## src/rtl/fp8_pkg.sv

```systemverilog
// E4M3 FP8 shared types, constants and pack/unpack helpers.
// Used by the multiplier sub-block and the MAC top level.
package fp8_pkg;

    localparam int EXP_BIAS   = 7;
    localparam int EXP_W      = 4;
    localparam int MAN_W      = 3;
    localparam int MUL_STAGES = 3;
    localparam int ADD_STAGES = 3;

    localparam logic [7:0] FP8_MAX_POS = 8'h7F;
    localparam logic [7:0] FP8_ZERO    = 8'h00;

    typedef struct packed {
        logic             sign;
        logic [EXP_W-1:0] exp;
        logic [MAN_W:0]   sig;
    } fp8_unp_t;

    typedef struct packed {
        logic       sign;
        logic [6:0] exp;
        logic [7:0] prod;
    } mul_s2_t;

    typedef struct packed {
        logic       sign;
        logic [3:0] exp;
        logic [3:0] hi;
        logic [3:0] lo;
        logic [3:0] shift;
        logic       sub;
    } add_s1_t;

    typedef struct packed {
        logic       sign;
        logic [3:0] exp;
        logic [7:0] sum;
    } add_s2_t;

    function automatic fp8_unp_t fp8_unpack(input logic [7:0] x);
        fp8_unp_t u;
        u.sign = x[7];
        u.exp  = x[6:3];
        u.sig  = (x[6:3] == 4'd0) ? 4'd0 : {1'b1, x[2:0]};
        return u;
    endfunction

    // frac holds the bits below the leading one: mantissa, guard, sticky.
    function automatic logic [7:0] fp8_round_pack(
        input logic       sign,
        input logic [6:0] exp,
        input logic [6:0] frac
    );
        logic       rnd;
        logic [3:0] man;
        logic [6:0] e;
        logic [7:0] r;
        rnd = frac[3] & (frac[4] | (|frac[2:0]));
        man = {1'b0, frac[6:4]} + {3'b000, rnd};
        e   = exp + {6'd0, man[3]};
        if (exp[6] || exp == 7'd0) begin
            r = FP8_ZERO;
        end else if (e > 7'd15) begin
            r = {sign, FP8_MAX_POS[6:0]};
        end else begin
            r = {sign, e[3:0], man[2:0]};
        end
        return r;
    endfunction

endpackage

```

## src/rtl/fp8_mul_stage3.sv

```systemverilog
// Three-stage E4M3 multiplier: unpack, 4x4 product, normalise/round/pack.
// Zero or subnormal inputs give +0; overflow saturates.
module fp8_mul_stage3
    import fp8_pkg::*;
(
    input  logic       clk,
    input  logic       rst,
    input  logic [7:0] a,
    input  logic [7:0] b,
    output logic [7:0] p
);

    fp8_unp_t   ua_d, ua_q;
    fp8_unp_t   ub_d, ub_q;
    mul_s2_t    s2_d, s2_q;
    logic [7:0] p_d, p_q;
    logic [6:0] frac;

    always_comb begin
        ua_d = fp8_unpack(a);
        ub_d = fp8_unpack(b);

        s2_d.sign = ua_q.sign ^ ub_q.sign;
        s2_d.exp  = 7'(ua_q.exp) + 7'(ub_q.exp) - 7'(EXP_BIAS);
        s2_d.prod = 8'(ua_q.sig) * 8'(ub_q.sig);

        // product of two 1.xxx values lies in [1,4): shift by at most one
        frac = s2_q.prod[7] ? s2_q.prod[6:0]
                            : {s2_q.prod[5:0], 1'b0};
        p_d  = FP8_ZERO;
        if (s2_q.prod != 8'd0) begin
            p_d = fp8_round_pack(s2_q.sign,
                                 s2_q.exp + 7'(s2_q.prod[7]),
                                 frac);
        end
    end

    always_ff @(posedge clk or posedge rst) begin
        if (rst) begin
            ua_q <= '0;
            ub_q <= '0;
            s2_q <= '0;
            p_q  <= '0;
        end else begin
            ua_q <= ua_d;
            ub_q <= ub_d;
            s2_q <= s2_d;
            p_q  <= p_d;
        end
    end

    assign p = p_q;

endmodule

```

## src/rtl/fp8_mac_pipelined.sv

```systemverilog
// Pipelined E4M3 multiply-then-add: round(round(a*b) + c), 6-cycle latency.
// Multiplier sub-block feeds a 3-stage adder; c is delayed to stay aligned.
module fp8_mac_pipelined
    import fp8_pkg::*;
(
    input  logic       clk96,
    input  logic       rst96,
    input  logic       in_valid96,
    input  logic [7:0] a96,
    input  logic [7:0] b96,
    input  logic [7:0] c96,
    output logic [7:0] mult_result96,
    output logic [7:0] result96,
    output logic       out_valid96
);

    localparam int LAT = MUL_STAGES + ADD_STAGES;

    logic [MUL_STAGES-1:0][7:0] c_dly_d, c_dly_q;
    logic [LAT-1:0]             vld_d, vld_q;

    add_s1_t    s1_d, s1_q;
    add_s2_t    s2_d, s2_q;
    logic [7:0] res_d, res_q;

    fp8_unp_t   ux, uy, op_hi, op_lo;
    logic [3:0] diff;
    logic [14:0] sh;
    logic       sticky;
    logic [6:0] al;
    logic [7:0] hi_ext;
    logic [2:0] lead;
    logic [6:0] frac;
    logic [6:0] e_norm;

    fp8_mul_stage3 u_mul (
        .clk (clk96),
        .rst (rst96),
        .a   (a96),
        .b   (b96),
        .p   (mult_result96)
    );

    always_comb begin
        c_dly_d = {c_dly_q[MUL_STAGES-2:0], c96};
        vld_d   = {vld_q[LAT-2:0], in_valid96};
    end

    // stage 1: order operands by magnitude
    always_comb begin
        ux = fp8_unpack(mult_result96);
        uy = fp8_unpack(c_dly_q[MUL_STAGES-1]);
        if ({ux.exp, ux.sig} >= {uy.exp, uy.sig}) begin
            op_hi = ux;
            op_lo = uy;
        end else begin
            op_hi = uy;
            op_lo = ux;
        end
        diff       = op_hi.exp - op_lo.exp;
        s1_d.sign  = op_hi.sign;
        s1_d.exp   = op_hi.exp;
        s1_d.hi    = op_hi.sig;
        s1_d.lo    = op_lo.sig;
        s1_d.shift = (diff > 4'd8) ? 4'd8 : diff;
        s1_d.sub   = op_hi.sign ^ op_lo.sign;
    end

    // stage 2: align with guard/round/sticky, then add or subtract
    always_comb begin
        sh     = {s1_q.lo, 3'b000, 8'h00} >> s1_q.shift;
        sticky = |sh[7:0];
        al     = sh[14:8] | {6'd0, sticky};
        hi_ext = {1'b0, s1_q.hi, 3'b000};
        s2_d.sign = s1_q.sign;
        s2_d.exp  = s1_q.exp;
        s2_d.sum  = s1_q.sub ? hi_ext - {1'b0, al}
                             : hi_ext + {1'b0, al};
    end

    // stage 3: leading-one normalise, round, flush or saturate
    always_comb begin
        lead = 3'd0;
        for (int i = 0; i < 8; i++) begin
            if (s2_q.sum[i]) lead = 3'(i);
        end
        frac   = 7'(s2_q.sum << (3'd7 - lead));
        e_norm = 7'(s2_q.exp) + 7'(lead) - 7'd6;
        res_d  = FP8_ZERO;
        if (s2_q.sum != 8'd0) begin
            res_d = fp8_round_pack(s2_q.sign, e_norm, frac);
        end
    end

    always_ff @(posedge clk96 or posedge rst96) begin
        if (rst96) begin
            c_dly_q <= '0;
            vld_q   <= '0;
            s1_q    <= '0;
            s2_q    <= '0;
            res_q   <= '0;
        end else begin
            c_dly_q <= c_dly_d;
            vld_q   <= vld_d;
            s1_q    <= s1_d;
            s2_q    <= s2_d;
            res_q   <= res_d;
        end
    end

    assign result96    = res_q;
    assign out_valid96 = vld_q[LAT-1];

endmodule

```

## config.mk

```make
export PLATFORM = sky130hd
export DESIGN_NAME = fp8_mac_pipelined
export DESIGN_NICKNAME = d
export VERILOG_FILES = /design/src/rtl/fp8_pkg.sv /design/src/rtl/fp8_mul_stage3.sv /design/src/rtl/fp8_mac_pipelined.sv
export SDC_FILE = /design/constraint.sdc
export NUM_CORES = 1
export LEC_CHECK = 0
export BUFFER_PORTS_ARGS = -buffer_cell sky130_fd_sc_hd__clkbuf_2
export CORE_MARGIN = 2
export CORE_UTILIZATION = 43
export DETAILED_ROUTE_END_ITERATION = 7
export PLACE_DENSITY = 0.72
export SLEW_MARGIN = 20
export SYNTH_ARGS = -nofsm -noshare
export SYNTH_HDL_FRONTEND = slang
export SYNTH_SLANG_ARGS = --single-unit
```

## constraint.sdc

```tcl
create_clock -name clk96 -period 3.67 [get_ports clk96]
set_input_delay 0.5505 -clock clk96 [delete_from_list [all_inputs] [get_ports clk96]]
set_output_delay 0.5505 -clock clk96 [all_outputs]
set_load 0.01 [all_outputs]
```

==> metrics.csv, run 1 <==
stage,metric,value,unit
critical_path,regToRegSetupSlack,0.26,ns
detailed_routing,ant_nets,0,
pwr,vdd_ir_drop_max,0.000307,V
die,dieArea,14400,sq um
detailed_routing,route.vias.total,3969,
global_routing,grt_pass1_vias,3944,
final_layout,mostFrequentLayoutCell,dfrtp_1,
logic_synthesis,ys.flop_type,dfrtp_1,
critical_path,cp_cell_sequence,or4_1 > nand2_1 > ha_1 > nand2b_1 > a2111o_1 > a311oi_1 > a21oi_1 > a221oi_4 > mux2_4,
critical_path,r2r-start,u_mul.p[5]$_DFF_PP0_,
final_layout,syn2layout_area_growth,12.6,%
critical_path,crit_arrival,3.65,ns
pwr,p_leak,3.13,nW
global_routing,grt_pass1_wl,17900,um
logic_synthesis,syn_avg_cell_area,10.6,sq um
detailed_routing,wire_per_inst,13.0,um
critical_path,cp_max_fo,6,
clock_tree,cts_buffers,9,
clock_tree,cts.path.max_buffers,2,
timing,max_freq,293,MHz
die,die_w,120,um
timing,slew_violations,0,
die,die_h,120,um
final_layout,drive_gt1_frac,0.121,
logic_synthesis,synth_edf_count,0,
timing,fin_crit,3.41,ns
die,fp-row-count,42,
pwr,powerDensity,858,nW/um^2
min_path,worstHoldPathType,input port to register,
placement,gp_congestion,0.900,
detailed_routing,drt_iter0_drc,197,
clock_tree,cts.sinks,111,
critical_path,critPathRequiredTime,3.91,ns
logic_synthesis,ys_seq_elements,111,
clock_tree,cts-htree-levels,3,
clock_tree,root_buffer,clkbuf_16,
logic_synthesis,yosys_warnings,0,
die,start_util,0.439,
global_routing,antenna_found_initial,0,
min_path,hold_path_end,c_dly_d[15]$_DFF_PP0_,
min_path,hp-start,c96[7],
global_routing,grt_max_degree,95,
timing,finalHoldViolCount,0,
die,core,13200,sq um
timing,tightestPinTransition,0.885,ns
logic_synthesis,yosys.area.top_type,dfrtp_1,
critical_path,slowest_delay,0.65,ns
timing,finalSetupViolations,0,
final_layout,nets,676,
detailed_routing,dr_wl_met3,493,um
logic_synthesis,ys_seq_area_frac,0.479,
critical_path,end_kind,register,
detailed_routing,drc_errors,0,
logic_synthesis,synthesis.area,5800,sq um
logic_synthesis,synth.distinct_cells,58,
final_layout,antenna_cells,0,
logic_synthesis,synth_nets,632,
global_routing,grtUsageTotal,0.155,
clock_tree,ctsHoldBuffers,0,
critical_path,crit_path_start_kind,register,
timing,slew_headroom,0.401,
status,status,completed,
placement,dp_hpwl,7700,um
clock_tree,clk_pin_slew,0.07,ns
logic_synthesis,netlist_top_cells_area,"dfrtp_1 (48%), ha_1 (11%), a21oi_1 (3.5%), inv_1 (3.2%), nand2_1 (2.7%)",
min_path,min_path_cells,1,
detailed_routing,routed_wl,9990,um
die,io_pins,44,
detailed_routing,wirelength_met1,4270,um
timing,rsz0062_at_grt,no,
critical_path,r2r-end,s1_q[1]$_DFF_PP0_,
logic_synthesis,syn_inst,546,
detailed_routing,routed.top_layer,met4,
clock_tree,insertion_delay,0.35,ns
logic_synthesis,synthArstFlopShare,1.00,
detailed_routing,wl_met2,4960,um
critical_path,slowest_stage,or4_1,
detailed_routing,via_per_inst,5.15,
global_routing,grt_overflow,0,
placement,io_buffers,43,
critical_path,criticalPathCategory,register to register,
job,maxCapViolations,0,
timing,finalSetupTns,0,ns
detailed_routing,drt-pass1-iter-count,5,
final_layout,final_cell_mix,"dfrtp_1 (111), ha_1 (52), inv_1 (49)",
timing,fin_skew,0.00627,ns
critical_path,reg2reg_depth,9,
clock_tree,cts_tree,done,
final_layout,final_util,0.495,
timing,period_share,0.929,
logic_synthesis,synth.top_cell.area_share,0.479,
==> flip-flops by register name, summed over array words and instances, names as in the netlist <==
register,flops
c_dly_d,16
c_dly_q,8
hi_ext,4
result96,8
s1_q,14
s2_q,13
u_mul.p,8
u_mul.s2_q,16
u_mul.ua_q,9
u_mul.ub_q,9
vld_q,6
==> how the worst max path moves through the flow <==
stage	start	endpoint	slack, ns	cells past startpoint
floorplan	rst96	c_dly_d[10]$_DFF_PP0_	0.19	1
detailed placement	u_mul.p[5]$_DFF_PP0_	s1_q[3]$_DFF_PP0_	0.27	11
global route	u_mul.p[5]$_DFF_PP0_	s1_q[3]$_DFF_PP0_	0.06	11
CTS	u_mul.p[5]$_DFF_PP0_	s1_q[3]$_DFF_PP0_	0.24	11
finish	u_mul.p[5]$_DFF_PP0_	s1_q[1]$_DFF_PP0_	0.26	9
global placement	u_mul.p[5]$_DFF_PP0_	s1_q[1]$_DFF_PP0_	0.41	9
==> cell usage after synthesis, types with 5 or more instances <==
cell type / n
nor2b_1: 15
and2_1: 12
o21ai_0: 23
mux2_2: 5
mux2i_1: 10
a21o_1: 9
fa_1: 7
inv_1: 50
nor2_1: 27
nand3_1: 5
nand2b_1: 12
and3_1: 5
xor2_1: 15
dfrtp_1: 111
xnor2_1: 17
nor3_1: 7
ha_1: 52
clkbuf_1: 9
nand2_1: 42
a21oi_1: 40
==> layer usage <==
metal,global-route usage,vias up
met2,0.262,104
met4,0.0640,0
met5,0,-
met1,0.187,1885
li1,-,1964
met3,0.0413,16
==> final cells by class <==
cell class / count / area (sq um)
sequential: 111 / 2780
inverter: 50 / 193
tap: 176 / 220
timing repair buffer: 46 / 238
fill: 1191 / 6670
clock buffer: 13 / 270
multi-input combinational: 372 / 2780
clock inverter: 3 / 47.5
==> metrics by stage <==
stage	cell area [sq um]	hold slack (ns)	power, mW	worst slack, ns	instances
after floorplan	5800	0.331	3.95	0.189	546
after global placement	6200	0.333	4.46	0.411	755
after detailed placement	6200	0.335	4.58	0.275	755
after CTS	6520	0.287	5.62	0.239	771
after global routing	6530	0.283	6.13	0.0552	771
final	6530	0.301	5.60	0.260	771
==> critical path: cells and delay by family, from the launching register on <==
family | cells | cell delay [ns]
AO/OA/AOI/OAI | 4 | 1.35
AND/OR/NAND/NOR | 3 | 0.94
multiplexers | 1 | 0.33
adder cells (fa/ha/maj) | 1 | 0.24
flip-flops | 1 | 0.44
==> timing repair <==
action                                  CTS  global route
endpoints found under the setup margin    0             7
resized for setup                         0             1
buffers inserted                          0             0
==> power by group <==
part / internal (mW) / switching (mW)
logic: 1.20 / 1.52
registers: 1.56 / 0.316
clock network: 0.589 / 0.414
==> cells by family after synthesis <==
logic type,share of synthesized area
fa+ha+maj,0.136
buf+inv,0.0425
xor+xnor,0.0483
compound gates,0.136
flops,0.479
simple gates,0.128
mux,0.0296
No activity file was read; power rests on OpenSTA's default activity.
==> run 2: changes to the inputs <==
--- a/config.mk
+++ b/config.mk
@@ -5,11 +5,11 @@
 export SDC_FILE = /design/constraint.sdc
 export NUM_CORES = 1
 export LEC_CHECK = 0
-export BUFFER_PORTS_ARGS = -buffer_cell sky130_fd_sc_hd__clkbuf_2
 export CORE_MARGIN = 2
 export CORE_UTILIZATION = 43
 export DETAILED_ROUTE_END_ITERATION = 7
-export PLACE_DENSITY = 0.72
+export DONT_BUFFER_PORTS = 1
+export PLACE_DENSITY = 0.69
 export SLEW_MARGIN = 20
 export SYNTH_ARGS = -nofsm -noshare
 export SYNTH_HDL_FRONTEND = slang
==> run 2 against run 1 <==
Register-to-register slack got worse by 0.04 ns. Combinational power decreased by 5%. Sequential power rose by 3%. Cell count decreased by 5.3%. Die area unchanged. Setup slack worse by 0.042 ns. Clock-buffer cell count is 4 lower. Cell area is 3.2% lower. Critical path type unchanged. Sequential share of layout area up 1.4 points. Clock skew is 0.0012 ns higher. First-iteration DRC count decreased by 40%. Sequential cell count unchanged.
==> metrics.csv, run 2 (synthesis gave the netlist of run 1 again) <==
stage,metric,value,unit
status,status,completed,
final_layout,final.fill_count,1213,
die,die_h,120,um
placement,dpl.cell_count,714,
critical_path,crit_arrival,3.69,ns
detailed_routing,drt_iter0_drc,118,
critical_path,criticalPathCategory,register to register,
clock_tree,insertion_delay,0.35,ns
clock_tree,cts.path.max_buffers,2,
detailed_routing,drc_errors,0,
pwr,p_leak,2.95,nW
critical_path,r2r-start,u_mul.p[4]$_DFF_PP0_,
final_layout,layout.cells.non_filler,730,
placement,gp_congestion,0.868,
critical_path,critPathRequiredTime,3.91,ns
pwr,pwr-share-clk,0.173,
pwr,powerDensity,861,nW/um^2
global_routing,grt_pass1_vias,3825,
timing,rsz0062_at_grt,no,
die,fp-row-count,42,
pwr,vdd_ir_drop_max,0.000383,V
timing,timing.hold.ws,0.226,ns
pwr,p_sw,2.26,mW
die,io_pins,44,
die,start_util,0.439,
clock_tree,clk_pin_slew,0.08,ns
critical_path,regToRegSetupSlack,0.22,ns
placement,dp_slack,0.202,ns
timing,slew_headroom,0.438,
detailed_routing,via_per_inst,5.20,
die,die_w,120,um
placement,dp_hpwl,7550,um
detailed_routing,ant_nets,0,
final_layout,final_cell_mix,"dfrtp_1 (111), ha_1 (52), inv_1 (49)",
detailed_routing,drt-pass1-iter-count,5,
timing,finalSetupViolations,0,
timing,fin_skew,0.00743,ns
global_routing,antenna_found_initial,0,
final_layout,seqCellArea,2780,sq um
final_layout,nets,635,
job,maxCapViolations,0,
pwr,internal_power,3.18,mW
global_routing,grt_pass1_wl,17100,um
clock_tree,cts_tree,done,
clock_tree,postCtsSetupBuffers,0,
critical_path,cp_max_fo,6,
timing,period_share,0.940,
timing,slew_violations,0,
min_path,worstHoldPathType,input port to asynchronous set/reset pin,
detailed_routing,wire_per_inst,13.4,um
global_routing,grt_overflow,0,
final_layout,mostFrequentLayoutCell,dfrtp_1,
timing,setup_slack,0.218,ns
placement,placed_area,6000,sq um
final_layout,antenna_cells,0,
timing,finalHoldViolCount,0,
pwr,power_frac_seq,0.355,
critical_path,r2r-end,s1_q[3]$_DFF_PP0_,
final_layout,syn2layout_area_growth,8.94,%
clock_tree,ctsHoldBuffers,0,
timing,finalSetupTns,0,ns
final_layout,multiInputGateArea,2780,sq um
clock_tree,cts-htree-levels,3,
final_layout,design_area,6310,sq um
pwr,switching_share,0.415,
timing,max_freq,290,MHz
critical_path,crit_path_start_kind,register,
global_routing,grt_max_degree,96,
die,core,13200,sq um
timing,tightestPinTransition,0.831,ns
global_routing,grtUsageTotal,0.147,
clock_tree,cts_buffers,9,
critical_path,end_kind,register,
final_layout,final_util,0.479,
final_layout,drive_gt1_frac,0.0596,
timing,fin_crit,3.45,ns
placement,io_buffers,0,
detailed_routing,routed_wl,9810,um
detailed_routing,route.vias.total,3799,
die,dieArea,14400,sq um
pwr,p_comb_frac,0.472,
critical_path,reg2reg_depth,11,
clock_tree,root_buffer,clkbuf_16,
clock_tree,cts.sinks,111,
pwr,power,5.44,mW
==> run 2: final cells by class <==
class / instances / share of cell area
Sequential cell: 111 / 0.440
Timing Repair Buffer: 5 / 0.00594
Clock buffer: 9 / 0.0357
Clock inverter: 7 / 0.0123
Inverter: 50 / 0.0305
Multi-Input combinational cell: 372 / 0.441
Tap cell: 176 / 0.0349
==> run 2: worst max-delay path by stage <==
stage,from,to,slack [ns]
after floorplan,rst96,c_dly_d[10]$_DFF_PP0_,0.19
after global placement,u_mul.p[4]$_DFF_PP0_,s1_q[1]$_DFF_PP0_,0.35
after detailed placement,u_mul.p[4]$_DFF_PP0_,s1_q[3]$_DFF_PP0_,0.20
after CTS,u_mul.p[4]$_DFF_PP0_,s1_q[3]$_DFF_PP0_,0.19
after global routing,u_mul.p[4]$_DFF_PP0_,s1_q[3]$_DFF_PP0_,0.02
final,u_mul.p[4]$_DFF_PP0_,s1_q[3]$_DFF_PP0_,0.22
==> run 2: power groups by stage <==
stage          combinational [mW]  sequential, mW  clock, mW
3_5_place_dp                 2.54            1.95          0
2_1_floorplan                2.15            1.80          0
4_1_cts                      2.56            1.93      0.981
6_report                     2.57            1.93      0.942
3_3_place_gp                 2.45            1.93          0
5_1_grt                      2.94            1.98       1.03
==> run 2: layer usage <==
layer  part of all wire  up-vias  wire (um)  GRT usage
met5                  0        -          0          0
met4              0.018        0        177     0.0434
met3              0.055       19        538     0.0513
met2               0.51       97       4990      0.254
met1               0.42     1796       4110      0.172
li1                   -     1887          -          -
==> run 2: repair_timing <==
item                       CTS  global route
setup endpoints to repair    0             8
hold endpoints to repair     0             0
gates resized for setup      0             2
==> run 2: critical path, stage by stage, from the launching register on <==
cell and delay (ns):
dfrtp_1 0.48, or4_1 0.66, nand2_1 0.16, ha_1 0.24
nand2b_1 0.13, a2111o_1 0.47, a311oi_2 0.27, a21oi_1 0.14
ha_1 0.23, a211oi_1 0.29, xor2_1 0.20, nor3_1 0.06
==> run 3: changes to the inputs <==
--- a/config.mk
+++ b/config.mk
@@ -13,4 +13,5 @@
 export SLEW_MARGIN = 20
 export SYNTH_ARGS = -nofsm -noshare
 export SYNTH_HDL_FRONTEND = slang
+export SYNTH_HIERARCHICAL = 1
 export SYNTH_SLANG_ARGS = --single-unit
==> run 3 against run 2 <==
Fmax grew 2.1%. Routed wire length shrank 5.2%. Setup slack better by 0.070 ns. First-iteration DRC count up 19%. Worst hold slack worse by 0.044 ns. Critical path depth increased by 1.
==> metrics.csv, run 3 <==
stage,metric,value,unit
timing,fin_crit,3.38,ns
critical_path,cp-endpoint,s1_q[1]$_DFF_PP0_,
pwr,vdd_ir_drop_max,0.000426,V
logic_synthesis,synth_edf_count,0,
die,die_h,119,um
logic_synthesis,syn_avg_cell_area,10.8,sq um
pwr,powerDensity,843,nW/um^2
clock_tree,root_buffer,clkbuf_16,
logic_synthesis,synthArstFlopShare,1.00,
detailed_routing,ant_nets,0,
pwr,power,5.25,mW
timing,finalSetupTns,0,ns
detailed_routing,routed_wl,9300,um
critical_path,cp_max_fo,9,
critical_path,r2r-end,s1_q[1]$_DFF_PP0_,
global_routing,antenna_found_initial,1,
global_routing,grt_pass1_vias,3894,
timing,max_freq,296,MHz
logic_synthesis,ys.flop_type,dfrtp_1,
detailed_routing,wire_per_inst,13.0,um
timing,finalHoldViolCount,0,
logic_synthesis,yosys.area.top_type,dfrtp_1,
global_routing,grt_max_degree,42,
timing,slew_violations,0,
logic_synthesis,synth_top_family_by_area,adder cells,
logic_synthesis,netlist_top_cells_area,"dfrtp_1 (49%), ha_1 (12%), inv_1 (3.7%), a21oi_1 (2.8%), xnor2_1 (2.6%)",
final_layout,largest_reg_flops,16,
status,status,completed,
timing,period_share,0.921,
clock_tree,clk_pin_slew,0.07,ns
detailed_routing,route.vias.total,3718,
clock_tree,cts.sinks,110,
global_routing,grtUsageTotal,0.145,
logic_synthesis,synthesis.area,5650,sq um
logic_synthesis,syn_inst,523,
critical_path,critPathRequiredTime,3.90,ns
clock_tree,insertion_delay,0.35,ns
logic_synthesis,synthAdderAreaFrac,0.145,
clock_tree,cts_buffers,9,
critical_path,reg2reg_depth,12,
timing,slew_headroom,0.504,
logic_synthesis,synthXorXnorAreaFrac,0.0463,
pwr,p_leak,2.92,nW
detailed_routing,drt-pass1-iter-count,4,
job,maxCapViolations,0,
die,die_w,119,um
detailed_routing,drc_errors,0,
critical_path,critPathLaunch,u_mul/p[6]$_DFF_PP0_,
logic_synthesis,ys_seq_area_frac,0.488,
logic_synthesis,synthSimpleGateAreaFrac,0.135,
final_layout,drive_gt1_frac,0.0886,
placement,gp_congestion,0.899,
critical_path,criticalPathCategory,register to register,
placement,placed_area,5910,sq um
global_routing,grt_pass1_wl,16500,um
final_layout,mostFrequentLayoutCell,dfrtp_1,
clock_tree,cts.path.max_buffers,2,
timing,rsz0062_at_grt,no,
final_layout,design_area,6230,sq um
final_layout,nets,625,
detailed_routing,via_per_inst,5.20,
die,io_pins,44,
placement,io_buffers,0,
logic_synthesis,ys_seq_elements,110,
timing,tightestPinTransition,0.737,ns
die,dieArea,14100,sq um
logic_synthesis,synth.top_cell.area_share,0.488,
logic_synthesis,synth.distinct_cells,57,
logic_synthesis,synthMuxAreaShare,0.0370,
critical_path,end_kind,register,
timing,fin_skew,0.00550,ns
clock_tree,cts-htree-levels,3,
final_layout,layout.cells.non_filler,715,
min_path,worstHoldPathType,input port to asynchronous set/reset pin,
clock_tree,ctsHoldBuffers,0,
die,core,12700,sq um
critical_path,r2r-start,u_mul/p[6]$_DFF_PP0_,
detailed_routing,drt_iter0_drc,140,
final_layout,final_cell_mix,"dfrtp_1 (110), inv_1 (54), ha_1 (54)",
global_routing,grt_overflow,0,
logic_synthesis,yosys_warnings,6,
critical_path,regToRegSetupSlack,0.29,ns
logic_synthesis,yosysMostFrequentCell,dfrtp_1,
die,fp-row-count,41,
die,start_util,0.444,
clock_tree,cts_tree,done,
placement,dpl.cell_count,698,
clock_tree,postCtsSetupBuffers,0,
placement,dp_hpwl,7220,um
logic_synthesis,yosys-top-cells-count,"dfrtp_1 (110), inv_1 (55), ha_1 (54)",
logic_synthesis,synth_nets,611,
critical_path,crit_arrival,3.62,ns
logic_synthesis,synth_compound_area_frac,0.109,
critical_path,crit_path_start_kind,register,
final_layout,syn2layout_area_growth,10.4,%
timing,finalSetupViolations,0,
## run 3: worst min path at each step
stage / start / end / slack [ns] / cells past startpoint
floorplan: c_dly_d[8]$_DFF_PP0_ / c_dly_d[16]$_DFF_PP0_ / 0.33 / 0
global placement: c_dly_d[11]$_DFF_PP0_ / c_dly_d[19]$_DFF_PP0_ / 0.33 / 0
detailed placement: c_dly_d[14]$_DFF_PP0_ / c_dly_d[22]$_DFF_PP0_ / 0.34 / 0
CTS: rst96 / c_dly_d[22]$_DFF_PP0_ / 0.20 / 1
global route: c96[3] / c_dly_d[11]$_DFF_PP0_ / 0.20 / 0
finish: rst96 / c_dly_d[19]$_DFF_PP0_ / 0.18 / 1
## run 3: area by class of cell
class / instances / area [sq um]
repair buffers: 10 / 75.1
well taps: 172 / 215
fillers: 1172 / 6490
inverters: 55 / 206
multi-input cells: 351 / 2670
clock buffers: 10 / 239
diodes: 1 / 2.50
clock inverters: 6 / 77.6
flip-flops and latches: 110 / 2750
## run 3: cell families after synthesis
| logic type | after synthesis |
|---|---|
| AOI/OAI and AO/OA | 95 |
| xor gates and xnor gates | 29 |
| adders and majority gates | 61 |
| buffers and inverters | 62 |
| DFF | 110 |
| muxes | 19 |
| and+or+nand+nor | 147 |
## run 3: stage by stage
stage	setup WS, ns	hold slack [ns]	utilization
after floorplan	0.437	0.331	-
after global routing	0.104	0.197	0.490
final	0.288	0.182	0.490
after detailed placement	0.221	0.336	0.464
after global placement	0.351	0.332	0.464
after CTS	0.215	0.196	0.489
## run 3: what timing repair did
action,4_1_cts,5_1_grt
setup endpoints to repair,0,7
resized for setup,0,1
hold endpoints to repair,0,0
## run 3: metal layers
metal	track usage	routed length (um)	vias up
met1	0.138	3390	1778
met5	0	0	-
li1	-	-	1820
met2	0.278	5210	89
met4	0.0759	314	0
met3	0.0405	388	31
## run 3: power by group
| part | leakage (nW) | switching [mW] | internal [mW] | total (mW) |
|---|---|---|---|---|
| registers | 1.28 | 0.318 | 1.54 | 1.85 |
| clock network | 0.153 | 0.439 | 0.561 | 1.00 |
| logic | 1.49 | 1.31 | 1.09 | 2.40 |
| total | 2.92 | 2.07 | 3.18 | 5.25 |
## run 3: critical path: stages (launching register included)
cell and delay, ns:
dfrtp_1 0.47, nor4_1 0.30, inv_1 0.20, nand2_1 0.13, ha_1 0.22, nand2b_1 0.14
a2111o_1 0.45, a31oi_4 0.25, buf_4 0.20, nor3b_1 0.07, a221oi_2 0.23, a21boi_4 0.27
mux2_1 0.34
